$ cat config.mk
export PLATFORM = sky130hd
export DESIGN_NAME = pht_update_queue_flat
export DESIGN_NICKNAME = d
export VERILOG_FILES = /design/src/rtl/pht_update_queue_pkg.sv /design/src/rtl/pht_update_queue_if.sv /design/src/rtl/pht_update_fifo.sv /design/src/rtl/pht_update_queue.sv /design/src/flat_wrapper.sv
export SDC_FILE = /design/constraint.sdc
export NUM_CORES = 1
export LEC_CHECK = 0
export CAP_MARGIN = 25
export CORE_ASPECT_RATIO = 0.5
export CORE_MARGIN = 2
export CORE_UTILIZATION = 40
export CTS_CLUSTER_SIZE = 16
export DETAILED_ROUTE_END_ITERATION = 6
export MAX_ROUTING_LAYER = met4
export SYNTH_ARGS = -nofsm -noshare
export SYNTH_HDL_FRONTEND = slang
export SYNTH_SLANG_ARGS = --single-unit
$ cat constraint.sdc
create_clock -name clk -period 7.22 [get_ports clk]
set_input_delay 1.444 -clock clk [delete_from_list [all_inputs] [get_ports clk]]
set_output_delay 1.444 -clock clk [all_outputs]
set_load 0.01 [all_outputs]
$ cat src/rtl/pht_update_queue_pkg.sv
// Fetch-unit PHT update types, widths and the gshare/counter helpers.
// Shared by the update queue, its interface and the bench.
package pht_update_queue_pkg;

  localparam int PHT_QUEUE_SIZE = 32;
  localparam int PHT_ENTRY_NUM  = 2048;
  localparam int PHT_IW         = $clog2(PHT_ENTRY_NUM);
  localparam int GHIST_WIDTH    = 10;
  localparam int PC_WIDTH       = 32;
  localparam int PHT_QUEUE_CW   = $clog2(PHT_QUEUE_SIZE) + 1;

  typedef logic [$clog2(PHT_QUEUE_SIZE)-1:0] PhtQueuePointerPath;
  typedef logic [PHT_QUEUE_CW-1:0]           PhtQueueCountPath;
  typedef logic [PHT_IW-1:0]                 PhtIndexPath;

  typedef struct packed {
    PhtIndexPath index;
    logic [1:0]  value;
  } PhtQueueEntry;

  // History is aligned to the top of the index so short histories hash the high PC bits.
  function automatic PhtIndexPath ToPHT_IndexByGShare(
    input logic [PC_WIDTH-1:0]    pc,
    input logic [GHIST_WIDTH-1:0] history
  );
    PhtIndexPath hist_aligned;
    hist_aligned = PhtIndexPath'(history) << (PHT_IW - GHIST_WIDTH);
    return pc[PHT_IW+1:2] ^ hist_aligned;
  endfunction

  function automatic logic [1:0] SatCounterUpdate(input logic [1:0] prev, input logic taken);
    if (taken) return (prev == 2'd3) ? 2'd3 : prev + 2'd1;
    else       return (prev == 2'd0) ? 2'd0 : prev - 2'd1;
  endfunction

endpackage

$ cat src/rtl/pht_update_queue_if.sv
// Branch-result input bundle and PHT write-port bundle of the update queue.
// master drives branch results and the fetch read grant; slave is the queue.
interface pht_update_queue_if;
  import pht_update_queue_pkg::*;

  logic                   brValid;
  logic [PC_WIDTH-1:0]    brAddr;
  logic                   brExecTaken;
  logic                   brIsCondBr;
  logic [GHIST_WIDTH-1:0] brGlobalHistory;
  logic [1:0]             brPhtPrevValue;
  logic                   phtReadEn;

  logic                   phtWE;
  PhtIndexPath            phtWA;
  logic [1:0]             phtWV;
  logic                   queueFull;
  PhtQueueCountPath       queueCount;
  logic                   dropPulse;

  modport master (
    output brValid, brAddr, brExecTaken, brIsCondBr, brGlobalHistory, brPhtPrevValue, phtReadEn,
    input  phtWE, phtWA, phtWV, queueFull, queueCount, dropPulse
  );

  modport slave (
    input  brValid, brAddr, brExecTaken, brIsCondBr, brGlobalHistory, brPhtPrevValue, phtReadEn,
    output phtWE, phtWA, phtWV, queueFull, queueCount, dropPulse
  );

endinterface

$ cat src/rtl/pht_update_fifo.sv
// Generic circular FIFO: 1-cycle push-to-pop latency, head readable combinationally.
// Push refused when full unless a pop happens the same cycle; pop ignored when empty.
module pht_update_fifo #(
  parameter int  DEPTH = 32,
  parameter type T     = logic [7:0]
) (
  input  logic                     clk,
  input  logic                     rst,
  input  logic                     push_vld_i,
  input  T                         push_dat_i,
  input  logic                     pop_vld_i,
  output T                         pop_dat_o,
  output logic                     full_o,
  output logic                     empty_o,
  output logic [$clog2(DEPTH):0]   count_o
);

  localparam int AW = $clog2(DEPTH);

  logic [AW-1:0] head_q, head_d;
  logic [AW-1:0] tail_q, tail_d;
  logic [AW:0]   count_q, count_d;
  T              mem_q [DEPTH];

  logic pop_fire;
  logic push_fire;

  assign full_o  = (count_q == (AW+1)'(DEPTH));
  assign empty_o = (count_q == '0);
  assign count_o = count_q;

  // A pop frees the slot the push needs, so a full queue still accepts with a concurrent pop.
  assign pop_fire  = pop_vld_i && !empty_o;
  assign push_fire = push_vld_i && (!full_o || pop_fire);

  always_comb begin
    head_d  = pop_fire  ? head_q + AW'(1) : head_q;
    tail_d  = push_fire ? tail_q + AW'(1) : tail_q;
    count_d = count_q + (AW+1)'(push_fire) - (AW+1)'(pop_fire);
  end

  always_ff @(posedge clk or posedge rst) begin
    if (rst) begin
      head_q  <= '0;
      tail_q  <= '0;
      count_q <= '0;
    end else begin
      head_q  <= head_d;
      tail_q  <= tail_d;
      count_q <= count_d;
    end
  end

  always_ff @(posedge clk) begin
    if (push_fire) mem_q[tail_q] <= push_dat_i;
  end

  assign pop_dat_o = mem_q[head_q];

endmodule

$ cat src/rtl/pht_update_queue.sv
// Queues 2-bit PHT counter updates from branch resolution; >=1 cycle to phtWE, no bypass.
// Drains only when fetch does not own the PHT port; enqueues arriving while full are dropped.
module pht_update_queue
  import pht_update_queue_pkg::*;
(
  input logic                clk,
  input logic                rst,
  pht_update_queue_if.slave  bus
);

  logic         [1:0] new_val;
  logic               enq_vld;
  logic               deq_vld;
  logic               fifo_full;
  logic               fifo_empty;
  PhtQueueEntry       enq_dat;
  PhtQueueEntry       head_dat;
  PhtQueueCountPath   fifo_count;
  logic               drop_q, drop_d;

  assign new_val = SatCounterUpdate(bus.brPhtPrevValue, bus.brExecTaken);

  // Saturated counters would rewrite the same value, so they never occupy a slot.
  assign enq_vld = bus.brValid && bus.brIsCondBr && (new_val != bus.brPhtPrevValue);
  assign enq_dat = '{index: ToPHT_IndexByGShare(bus.brAddr, bus.brGlobalHistory), value: new_val};
  assign deq_vld = !fifo_empty && !bus.phtReadEn;
  assign drop_d  = enq_vld && fifo_full && !deq_vld;

  pht_update_fifo #(
    .DEPTH (PHT_QUEUE_SIZE),
    .T     (PhtQueueEntry)
  ) u_fifo (
    .clk        (clk),
    .rst        (rst),
    .push_vld_i (enq_vld),
    .push_dat_i (enq_dat),
    .pop_vld_i  (deq_vld),
    .pop_dat_o  (head_dat),
    .full_o     (fifo_full),
    .empty_o    (fifo_empty),
    .count_o    (fifo_count)
  );

  always_ff @(posedge clk or posedge rst) begin
    if (rst) drop_q <= 1'b0;
    else     drop_q <= drop_d;
  end

  assign bus.phtWE      = deq_vld;
  assign bus.phtWA      = head_dat.index;
  assign bus.phtWV      = head_dat.value;
  assign bus.queueFull  = fifo_full;
  assign bus.queueCount = fifo_count;
  assign bus.dropPulse  = drop_q;

endmodule

$ cat src/flat_wrapper.sv
// flat-port wrapper written by rule: the top's interface ports become plain ports
module pht_update_queue_flat import pht_update_queue_pkg::*;
  (clk, rst, bus_brValid, bus_brAddr, bus_brExecTaken, bus_brIsCondBr, bus_brGlobalHistory, bus_brPhtPrevValue, bus_phtReadEn, bus_phtWE, bus_phtWA, bus_phtWV, bus_queueFull, bus_queueCount, bus_dropPulse);
  pht_update_queue_if bus_i ();
  input logic clk;
  input logic rst;
  input wire logic [$bits(bus_i.brValid)-1:0] bus_brValid;
  input wire logic [$bits(bus_i.brAddr)-1:0] bus_brAddr;
  input wire logic [$bits(bus_i.brExecTaken)-1:0] bus_brExecTaken;
  input wire logic [$bits(bus_i.brIsCondBr)-1:0] bus_brIsCondBr;
  input wire logic [$bits(bus_i.brGlobalHistory)-1:0] bus_brGlobalHistory;
  input wire logic [$bits(bus_i.brPhtPrevValue)-1:0] bus_brPhtPrevValue;
  input wire logic [$bits(bus_i.phtReadEn)-1:0] bus_phtReadEn;
  output wire logic [$bits(bus_i.phtWE)-1:0] bus_phtWE;
  output wire logic [$bits(bus_i.phtWA)-1:0] bus_phtWA;
  output wire logic [$bits(bus_i.phtWV)-1:0] bus_phtWV;
  output wire logic [$bits(bus_i.queueFull)-1:0] bus_queueFull;
  output wire logic [$bits(bus_i.queueCount)-1:0] bus_queueCount;
  output wire logic [$bits(bus_i.dropPulse)-1:0] bus_dropPulse;
  assign bus_i.brValid = bus_brValid;
  assign bus_i.brAddr = bus_brAddr;
  assign bus_i.brExecTaken = bus_brExecTaken;
  assign bus_i.brIsCondBr = bus_brIsCondBr;
  assign bus_i.brGlobalHistory = bus_brGlobalHistory;
  assign bus_i.brPhtPrevValue = bus_brPhtPrevValue;
  assign bus_i.phtReadEn = bus_phtReadEn;
  assign bus_phtWE = bus_i.phtWE;
  assign bus_phtWA = bus_i.phtWA;
  assign bus_phtWV = bus_i.phtWV;
  assign bus_queueFull = bus_i.queueFull;
  assign bus_queueCount = bus_i.queueCount;
  assign bus_dropPulse = bus_i.dropPulse;
  pht_update_queue u_core (.clk(clk), .rst(rst), .bus(bus_i));
endmodule
==> results.py <==
metrics = {
    "setup_path": {
        "worst-path-max-fanout": 44,
        "end_kind": "primary output",
        "path_class": "flop to primary output",
        "crit_required_ps": 5780,
        "cp-start-kind": "flop",
        "arrival_ps": 4260,
    },
    "sta": {
        "hold_viol": 0,
        "rsz0062_at_grt": "false",
        "finClkSkew_ps": 18.5,
        "fin_tns_setup_ps": 0,
        "relSlewSlack": 0.341,
        "slew_violations": 0,
        "holdWs_ps": 561,
        "post-route-min-period_ps": 5700,
        "setup_viol": 0,
        "fmax_ghz": 0.175,
        "period_share": 0.790,
        "tightest_slew_ps": 964,
    },
    "clocking": {
        "holdBufCountCts": 0,
        "post_cts_buffers": 0,
        "clock-root-buffer": "clkbuf_16",
        "cts_tree": "done",
        "numCtsBuffers": 40,
        "htreeDepth": 2,
        "cts-resized-gates": 0,
        "worstSkewPairLatency_ps": 540,
        "cts_max_path_buffers": 3,
        "clock_sinks": 433,
        "path_clk_slew_ps": 60,
    },
    "routing": {
        "wirelength_met1_um": 17300,
        "drc_errors": 0,
        "wl_per_cell_um": 24.7,
        "routed-wl-met2_um": 18000,
        "via_per_inst": 5.46,
        "num_vias": 8454,
        "met3_length_um": 2330,
        "drtIter0Drc": 990,
        "first_pass_iters": 5,
        "finalWirelength_um": 38100,
        "top_layer_used": "met4",
        "antenna_left": 0,
    },
    "outcome": {
        "run_status": "completed",
    },
    "die": {
        "ios": 72,
        "dieArea_um2": 44500,
        "die_h_um": 150,
        "core_um2": 42000,
        "die-width_um": 296,
        "rows": 53,
        "initial_core_util": 0.406,
    },
    "global_routing": {
        "grt_pass1_wl_um": 55500,
        "grt_use_total": 0.179,
        "overflow": 0,
        "grt_pass1_vias": 8409,
        "grt_max_degree": 45,
        "antenna_found_initial": 0,
    },
    "final_layout": {
        "drive_gt1_frac": 0.218,
        "multi_input_area_um2": 3940,
        "seqCellArea_um2": 12900,
        "fill_cells": 3467,
        "syn2layout_area_growth_pct": 16.1,
        "final_nets": 1003,
    },
    "synthesis": {
        "netlist_instances": 839,
        "synth-seq-area-share": 0.756,
        "synth_ff_type": "edfxtp_1",
        "async_flop_share": 0.0393,
        "synth_edf_count": 416,
        "synthesis.nets": 903,
        "synth.distinct_cells": 46,
        "synthesis.area_um2": 17100,
        "yosysWarnings": 0,
        "syn_avg_cell_area_um2": 20.4,
        "ys_ff_latch": 433,
    },
    "power_and_ir_drop": {
        "comb_power_share": 0.293,
        "clkPwrFrac": 0.283,
        "powerDensity_nw_per_um2": 369,
        "switching_power_mw": 2.25,
        "peakVddDrop_mv": 0.159,
        "p_int_mw": 5.08,
        "sequentialPowerShare": 0.425,
        "switching_share": 0.308,
        "p_leak_nw": 6.44,
    },
    "placement": {
        "dp_hpwl_um": 22500,
        "gp_congestion": 0.767,
        "port_buffers": 50,
    },
    "hold_path": {
        "min_path_type": "flop to flop",
    },
    "flow_run": {
        "maxCapViolations": 0,
    },
}
critical path: stages, from the launching register on:
cell and delay, ps:
dfrtp_4 1000, buf_4 600, buf_4 350, mux4_2 520
a22oi_1 480, a21oi_1 210, clkdlybuf4s50_1 520
sequential cells by signal, indices dropped and copies added, names as in the netlist:
name                   count
u_core.u_fifo.head_q       5
u_core.u_fifo.mem_q      416
u_core.u_fifo.tail_q       5
u_core.bus.dropPulse       1
u_core.u_fifo.count_o      6
metrics by stage:
stage          total power [mW]   util  std cells  cell area, um2  setup WS (ps)
5_1_grt                    7.63  0.472       1546           19800           1250
3_5_place_dp               5.32  0.441       1471           18500           1970
3_3_place_gp               5.28  0.440       1470           18500           2000
4_1_cts                    7.38  0.471       1543           19800           1370
6_report                   7.33  0.472       1547           19800           1520
2_1_floorplan              4.52      -        839           17100           3740
layout make-up:
cell class                 count  share of cell area
antenna                        1            0.000126
clock buffer                  54              0.0542
clock inverter                18             0.00997
inverter                      14             0.00265
multi-input combinational    347               0.199
sequential                   433               0.651
tap                          577              0.0364
timing repair buffer         103              0.0466
metal layers:
metal	vias to the layer above	track usage
met5	-	-
met4	0	0.0333
met3	40	0.0313
met2	241	0.273
met1	4510	0.258
li1	3663	-
power by group through the flow:
stage / combinational, mW / sequential [mW] / clock (mW)
floorplan: 1.53 / 2.99 / 0
global placement: 2.11 / 3.16 / 0
detailed placement: 2.15 / 3.17 / 0
CTS: 2.16 / 3.12 / 2.11
global route: 2.28 / 3.14 / 2.21
finish: 2.15 / 3.11 / 2.07
cell usage after synthesis (2+ instances only):
cell type,count,area (um2)
a2111oi_2,4,60.1
nand3b_1,6,45.0
buf_12,2,40.0
nand2_1,6,22.5
inv_1,14,52.6
ha_1,13,163
a22o_1,12,105
mux2i_1,50,500
buf_6,5,56.3
a2111oi_1,6,60.1
o221ai_1,13,114
edfxtp_1,416,12500
mux2_2,2,22.5
mux4_1,9,236
clkbuf_1,14,52.6
nand4_1,2,12.5
o22ai_1,12,75.1
and3_1,3,18.8
nand3_1,9,45.0
dfrtp_1,17,425
buf_4,6,45.0
a2111oi_0,2,17.5
buf_2,17,85.1
nor2b_1,4,25.0
a21oi_1,30,150
nor2_1,41,154
o21ai_0,4,20.0
a22oi_1,14,105
xor2_1,13,114
mux4_2,70,1580
xnor2_1,8,70.1
placed cells by master, fill, tap and decap left out, types with 6 or more instances in the layout:
cell	n
edfxtp_1	416
mux4_2	70
mux2i_1	50
clkdlybuf4s50_1	50
buf_4	49
clkbuf_16	41
nor2_1	32
a21oi_1	30
dfrtp_1	15
inv_1	14
a22oi_1	14
o221ai_1	13
ha_1	13
clkbuf_1	13
o22ai_1	12
a22o_1	12
xor2_2	10
nand3_1	9
nor2_2	9
mux4_1	9
xnor2_1	8
nand2_1	6
nand3b_1	6
a2111oi_1	6
clkinv_2	6
worst paths after layout:
kind / startpoint / endpoint / slack, ps / cells after the start
worst min register to register: u_core.u_fifo.tail_q[0] / u_core.u_fifo.tail_q[0] / 560 / 1
worst min-delay path: u_core.u_fifo.tail_q[0] / u_core.u_fifo.tail_q[0] / 560 / 1
max in group asynchronous: rst / u_core.u_fifo.head_q[0] / 5370 / 2
worst max register to register: u_core.u_fifo.count_o[2] / u_core.u_fifo.mem_q[7][9] / 4160 / 6
worst max-delay path: u_core.u_fifo.head_q[0] / bus_phtWA[6] / 1520 / 6
min in group asynchronous: rst / u_core.u_fifo.count_o[5] / 1330 / 2
cell families (layout without fill, tap and decap cells):
kind of cell,after synthesis,after routing,share of synthesized area
AOI/OAI and AO/OA,102,102,0.0436
DFF,433,433,0.756
buffers and inverters,59,189,0.0196
other,0,1,0
adders and majority gates,14,14,0.0107
and+or+nand+nor,79,79,0.0226
xor gates and xnor gates,21,21,0.0108
muxes,131,131,0.137
Power figures use the tool's default switching activity.
